### src/rtl/pipelined_add_sub.sv
// Pipelined two's-complement adder/subtractor: the operation is split into STAGES
// ripple chunks with registered inter-chunk carries; a single stall freezes every stage.
module pipelined_add_sub #(
  parameter int unsigned WIDTH  = 16,
  parameter int unsigned STAGES = 4
) (
  input  logic             clk,
  input  logic             rst,
  input  logic             in_valid,
  output logic             in_ready,
  input  logic [WIDTH-1:0] a,
  input  logic [WIDTH-1:0] b,
  input  logic             sub,
  input  logic             cin,
  output logic             out_valid,
  input  logic             out_ready,
  output logic [WIDTH-1:0] sum,
  output logic             cout,
  output logic             ovf
);

  localparam int unsigned CW   = WIDTH / STAGES;
  localparam int unsigned LAST = STAGES - 1;

  logic [WIDTH-1:0]  a_q   [STAGES];
  logic [WIDTH-1:0]  a_d   [STAGES];
  logic [WIDTH-1:0]  b_q   [STAGES];
  logic [WIDTH-1:0]  b_d   [STAGES];
  logic [WIDTH-1:0]  res_q [STAGES];
  logic [WIDTH-1:0]  res_d [STAGES];
  logic [STAGES-1:0] valid_q;
  logic [STAGES-1:0] valid_d;
  logic [STAGES-1:0] carry_q;
  logic [STAGES-1:0] carry_d;
  logic              ovf_q;
  logic              ovf_d;

  logic [WIDTH-1:0]  a_in  [STAGES];
  logic [WIDTH-1:0]  b_in  [STAGES];
  logic [WIDTH-1:0]  r_in  [STAGES];
  logic [STAGES-1:0] c_in;
  logic [STAGES-1:0] v_in;
  logic [CW:0]       chunk [STAGES];
  logic              stall;

  assign stall     = valid_q[LAST] && !out_ready;
  assign in_ready  = !stall;
  assign out_valid = valid_q[LAST];
  assign sum       = res_q[LAST];
  assign cout      = carry_q[LAST];
  assign ovf       = ovf_q;

  // Stage inputs: ports (with operand prep) feed stage 0, stage k-1 registers feed stage k.
  always_comb begin
    a_in[0] = a;
    b_in[0] = sub ? ~b : b;
    r_in[0] = '0;
    c_in[0] = sub | cin;
    v_in[0] = in_valid;
    for (int k = 1; k < STAGES; k++) begin
      a_in[k] = a_q[k-1];
      b_in[k] = b_q[k-1];
      r_in[k] = res_q[k-1];
      c_in[k] = carry_q[k-1];
      v_in[k] = valid_q[k-1];
    end
  end

  // Each stage ripples its own chunk and merges it into the partial result.
  always_comb begin
    for (int k = 0; k < STAGES; k++) begin
      chunk[k]             = {1'b0, a_in[k][k*CW +: CW]} + {1'b0, b_in[k][k*CW +: CW]}
                             + {{CW{1'b0}}, c_in[k]};
      res_d[k]             = r_in[k];
      res_d[k][k*CW +: CW] = chunk[k][CW-1:0];
      carry_d[k]           = chunk[k][CW];
      a_d[k]               = a_in[k];
      b_d[k]               = b_in[k];
      valid_d[k]           = v_in[k];
    end
    ovf_d = (a_in[LAST][WIDTH-1] == b_in[LAST][WIDTH-1]) &&
            (res_d[LAST][WIDTH-1] != a_in[LAST][WIDTH-1]);
  end

  always_ff @(posedge clk) begin
    if (rst) begin
      valid_q <= '0;
      carry_q <= '0;
      ovf_q   <= 1'b0;
      for (int k = 0; k < STAGES; k++) begin
        a_q[k]   <= '0;
        b_q[k]   <= '0;
        res_q[k] <= '0;
      end
    end else if (!stall) begin
      valid_q <= valid_d;
      carry_q <= carry_d;
      ovf_q   <= ovf_d;
      a_q     <= a_d;
      b_q     <= b_d;
      res_q   <= res_d;
    end
  end

endmodule

### config.mk
export PLATFORM = sky130hd
export DESIGN_NAME = pipelined_add_sub
export DESIGN_NICKNAME = d
export VERILOG_FILES = /design/src/rtl/pipelined_add_sub.sv
export SDC_FILE = /design/constraint.sdc
export NUM_CORES = 1
export LEC_CHECK = 0
export BUFFER_PORTS_ARGS = -buffer_cell sky130_fd_sc_hd__buf_2
export CORE_ASPECT_RATIO = 1.1
export CORE_UTILIZATION = 61
export CTS_CLUSTER_DIAMETER = 50
export DETAILED_ROUTE_END_ITERATION = 8
export PLACE_DENSITY = 0.84
export SYNTH_ARGS = -nofsm -noshare
export SYNTH_HDL_FRONTEND = slang
export SYNTH_SLANG_ARGS = --single-unit
export TNS_END_PERCENT = 5
### constraint.sdc
create_clock -name clk -period 3.4 [get_ports clk]
set_clock_uncertainty 0.05 [all_clocks]
set_input_delay 0.34 -clock clk [delete_from_list [all_inputs] [get_ports clk]]
set_output_delay 0.34 -clock clk [all_outputs]
set_load 0.02 [all_outputs]
After elaboration in Yosys (flattened, before gate mapping)
Cells that the tools add are included.
Word-level totals
  register bits: 145
  latch bits: 0
  RAM bits: 0
  bits in read-only memories: 0
  bits of input ports: 38
  output and inout port bits: 20
  word-level logic and storage cells: 30
  memories kept: 0
Operators by class
  add/subtract/negate cells: 8
  multiply operators: 0
  divide/modulo/power cells: 0
  magnitude comparators: 0
  equal/unequal tests: 2
  shifts and indexed selects: 0
  multiplexer cells: 1
  bitwise gates (word level): 2
  reductions and logical operators: 4
Operator list (number)
  $add 4x4->5: 4
  $add 5x1->5: 4
  $mux 16: 1
  $not 16->16: 1
  $logic_and 1x1->1: 2
  $logic_not 1->1: 2
  $eq 1x1->1: 1
  $ne 1x1->1: 1
  $or 1x1->1: 1

Logic depth before layout (Yosys ltp)
  word-level depth: 4
  depth in mapped cells: 8
  depth with buffers taken out: 6

Worst setup path after synthesis
Ideal clock, no wire load.
  path kind: input to register
  start point: input port sub
  end point: register carry_q[0]
  library setup time: 0.122 ns
  arrival time: 2.210 ns
  required time: 3.228 ns
  setup slack: 1.019 ns
  stages: 8
  buffers on the path: 2
  path through: buf_4 buf_4 or2_2 fa_1 fa_1 a21o_1 a211oi_1 nor3_1
On the way
  word-level cells in the longest chain between the ends: 3
  elaborated cells on any way between the ends: 4
  classes of those cells: add/sub (2); mux (1); bitwise (1)
Ends and longest elaborated chain
  start: declaration: RTL line 13  | input logic sub,
  $mux 16: RTL line 56  | b_in[0] = sub ? ~b : b;
  $add 4x4->5: RTL line 72  | chunk[k] = {1'b0, a_in[k][k*CW +: CW]} + {1'b0, b_in[k][k*CW +: CW]}
  $add 5x1->5 *: RTL line 73  | + {{CW{1'b0}}, c_in[k]};
  end signal: assignment: RTL line 97  | carry_q <= carry_d;
  end: declaration: RTL line 33  | logic [STAGES-1:0] carry_q;
Mark *: on every way between the ends. The rest lies on a longest branch, timed or not.
A chain may end at the register's enable or synchronous reset.

Worst setup path after layout
Ends and elaborated chain as after synthesis.

==> results.md <==
* Critical Path Fanout Max at 17
* CP Cell Sequence: buf_2 > or2_2 > fa_1 > fa_1 > a21o_1 > a211oi_1 > nor3_1
* TNS Setup at 0 ns
* Worst-margin pin slew at 1.00 ns
* Core Region at 6310 µm²
* Worst path slowest cell: fa_1
* Total number of yosys warnings at 0
* Endpoints failing setup at 0
* Worst setup EP type: register
* Vias at 3,170
* Clk Latency, worst-skew pair at 0.35 ns
* Most used cell, CP: fa_1
* Area growth, synth to finish at 10.6%
* WP data arrival at 2.27 ns
* # diodes at 0
* FMAX at 472 MHz
* First-pass GRT wire length at approximately 13 mm
* Leakage power total at between 1.5 and 2 nW
* CTS buffer count at 9
* Max VDD drop at between 300 and 400 µV
* Worst hold path class: in -> reg
* Routed len/inst at around 13 µm
* Synthesized area per cell at 8.56 µm²
* Seq cells post-synth at 97
* CTS Hold Buffers Added at 0
* Buf/Inv on CP at 1
* Critical Path RT at 3.55 ns
* RSZ-0062 raised after global routing: false
* Routed Antenna Nets at 0
* Area of placed instances at 4300 µm²
* Final Hold Vio Count at 0
* Register area share after synthesis at 0.477
* Pre-CTS setup slack at about 0.91 ns
* DP HPWL at 4.85 mm
* Crit-path max cell delay at between 0.4 and 0.5 ns
* Initial antenna violation count at 0
* M1 WL at ~3.5 mm
* Family with the most delay on the worst path: adder cells
* Drt first pass iters at 4
* Die footprint at 7010 µm²
* Met3 wire length at around 290 µm
* Die W at around 80 µm
* Starting Density at 0.646
* Final layout net count at ~570
* Final Wtd Congestion at between 0.7 and 0.8
* Quantity of I/O buffers inserted on ports at 57
* TritonCTS clock tree: built
* Clk buf depth at 2
* Routed WL at 7.45 mm
* Synth Instances at 476
* Vias per cell at 5.33
* CTS Sinks at 97
* Setup Fix Bufs, Post-CTS at 0
* Htree depth at 3
* Worst relative slew slack at 0.332
* Layout cell share with drive strength beyond 1 at 0.155
* Clock root buffer: clkbuf_8
* Post-Syn Area at 4070 µm²
* Post-synth cell types at 31
* Residual DRC count at 0
* Fin area at roughly 4500 µm²
* Syn nets at approximately 530
* Die Y at 87.7 µm
* Max Cap Violations at 0
* Reg area at 1940 µm²
* Total gr overflow at 0
* Power per cell area at 507 nW/µm²
* Final Max Slew Viols at 0
* Fillers at 509
* Critical path type: in -> reg
* Gr usage total at 0.234
* Post-CTS sizing at 0
* CP Launch Type: input port
* Min Tclk post-route at roughly 2.1 ns
* Status: completed
* Largest net degree at the start of global routing at 108
* Top Layer Used: met4
* Final Worst Setup Slack at roughly 1.3 ns
* Met2 WL at roughly 3.5 mm
* Top-Level Pins at 58
* Crit share post-route at 0.623
* Site Rows at 30
* Worst-path clk slew at 0.09 ns
* Multi-input gate area at around 1900 µm²
* 1st-iter DRT viols at 181
* Via count of the first global-routing pass at 3,019
[layout make-up]
class | instances | area share
Clock inverter | 5 | 0.0181
Clock buffer | 10 | 0.0283
Tap cell | 80 | 0.0222
Multi-Input combinational cell | 339 | 0.428
Timing Repair Buffer | 60 | 0.0689
Inverter | 4 | 0.00361
Sequential cell | 97 | 0.431
[registers in the layout (all words and copies together), names as in the netlist]
register and flops:
a_d 24, b_d 24, r_in 24, sum 16
carry_q 4, valid_q 4, ovf 1
[where the power goes]
group	switching [mW]	total (mW)	internal, mW
combinational	0.131	0.240	0.109
sequential	0.0410	1.25	1.21
clock	0.381	0.791	0.411
[through the flow]
stage               hold slack (ns)   util  cells  power, mW
detailed placement            0.391  0.681    580       1.52
finish                        0.167  0.714    595       2.28
CTS                           0.163  0.714    595       2.29
global placement              0.386  0.681    580       1.50
global route                  0.155  0.714    595       2.39
floorplan                     0.382      -    476       1.45
[logic make-up after synthesis]
family          Yosys count  synth area share
xor+xnor                 20            0.0430
flops                    97             0.477
compound gates          110             0.162
simple gates            189             0.192
buf+inv                  40            0.0504
fa+ha+maj                20            0.0762
[cells in the mapped netlist]
master	n	area share
a21oi_1	75	0.092
nand3_1	3	0.0037
or2_2	2	0.0031
nor2_1	23	0.021
ha_1	12	0.037
clkbuf_1	8	0.0074
dfxtp_1	97	0.48
or3_1	2	0.0031
nand3b_1	6	0.011
buf_2	20	0.025
nand2b_1	2	0.0031
a211oi_1	20	0.037
or4b_4	1	0.0034
nor3_1	3	0.0037
o211ai_2	1	0.0031
xor2_1	4	0.0086
nand4_1	1	0.0015
buf_4	4	0.0074
nor2b_4	1	0.0034
xnor2_1	16	0.034
a2111o_1	5	0.014
nor2b_1	2	0.0031
o211ai_1	3	0.0055
o21ai_0	1	0.0012
fa_1	8	0.039
inv_1	3	0.0028
buf_1	2	0.0018
inv_2	1	0.00092
nand2_1	143	0.13
a21o_1	5	0.0092
buf_6	2	0.0055
[cell usage in the layout (no fill, tap or decap)]
cell	instances
clkinvlp_4	1
nand2_1	143
buf_2	56
clkbuf_1	1
clkbuf_8	9
nor3_1	3
nor2b_1	2
or4b_4	1
bufinv_16	2
buf_4	4
a2111o_1	5
a21oi_1	75
nand4_1	1
or2_2	2
or3_1	2
o211ai_1	3
xor2_1	4
xnor2_1	16
a21o_1	5
nand3_1	3
o21ai_0	1
nand2b_1	2
inv_1	3
fa_1	8
clkinv_4	1
a211oi_1	20
ha_1	12
clkinv_2	2
nor2_1	23
dfxtp_1	97
nand3b_1	6
nor2b_4	1
o211ai_2	1
[worst register-to-register path, stage by stage (launching register included)]
cell and delay, ns:
dfxtp_1 0.34, fa_1 0.47, fa_1 0.42, a21o_1 0.20, a211oi_1 0.25, nor3_1 0.08
[routing by layer]
layer,global-route usage,vias up
met2,0.409,63
met4,0.0795,0
met3,0.0521,12
li1,-,1649
met1,0.284,1446
met5,0,-
[final timing paths]
kind	startpoint	endpoint	slack (ns)	cells past startpoint
setup / recovery	sub	carry_q[0]	1.28	7
hold / removal	a[14]	a_d[46]	0.17	3
setup reg to reg	a_d[36]	carry_q[1]	1.44	5
hold reg to reg	sum[2]	sum[2]	0.40	2
(Power assumes the default switching activity.)
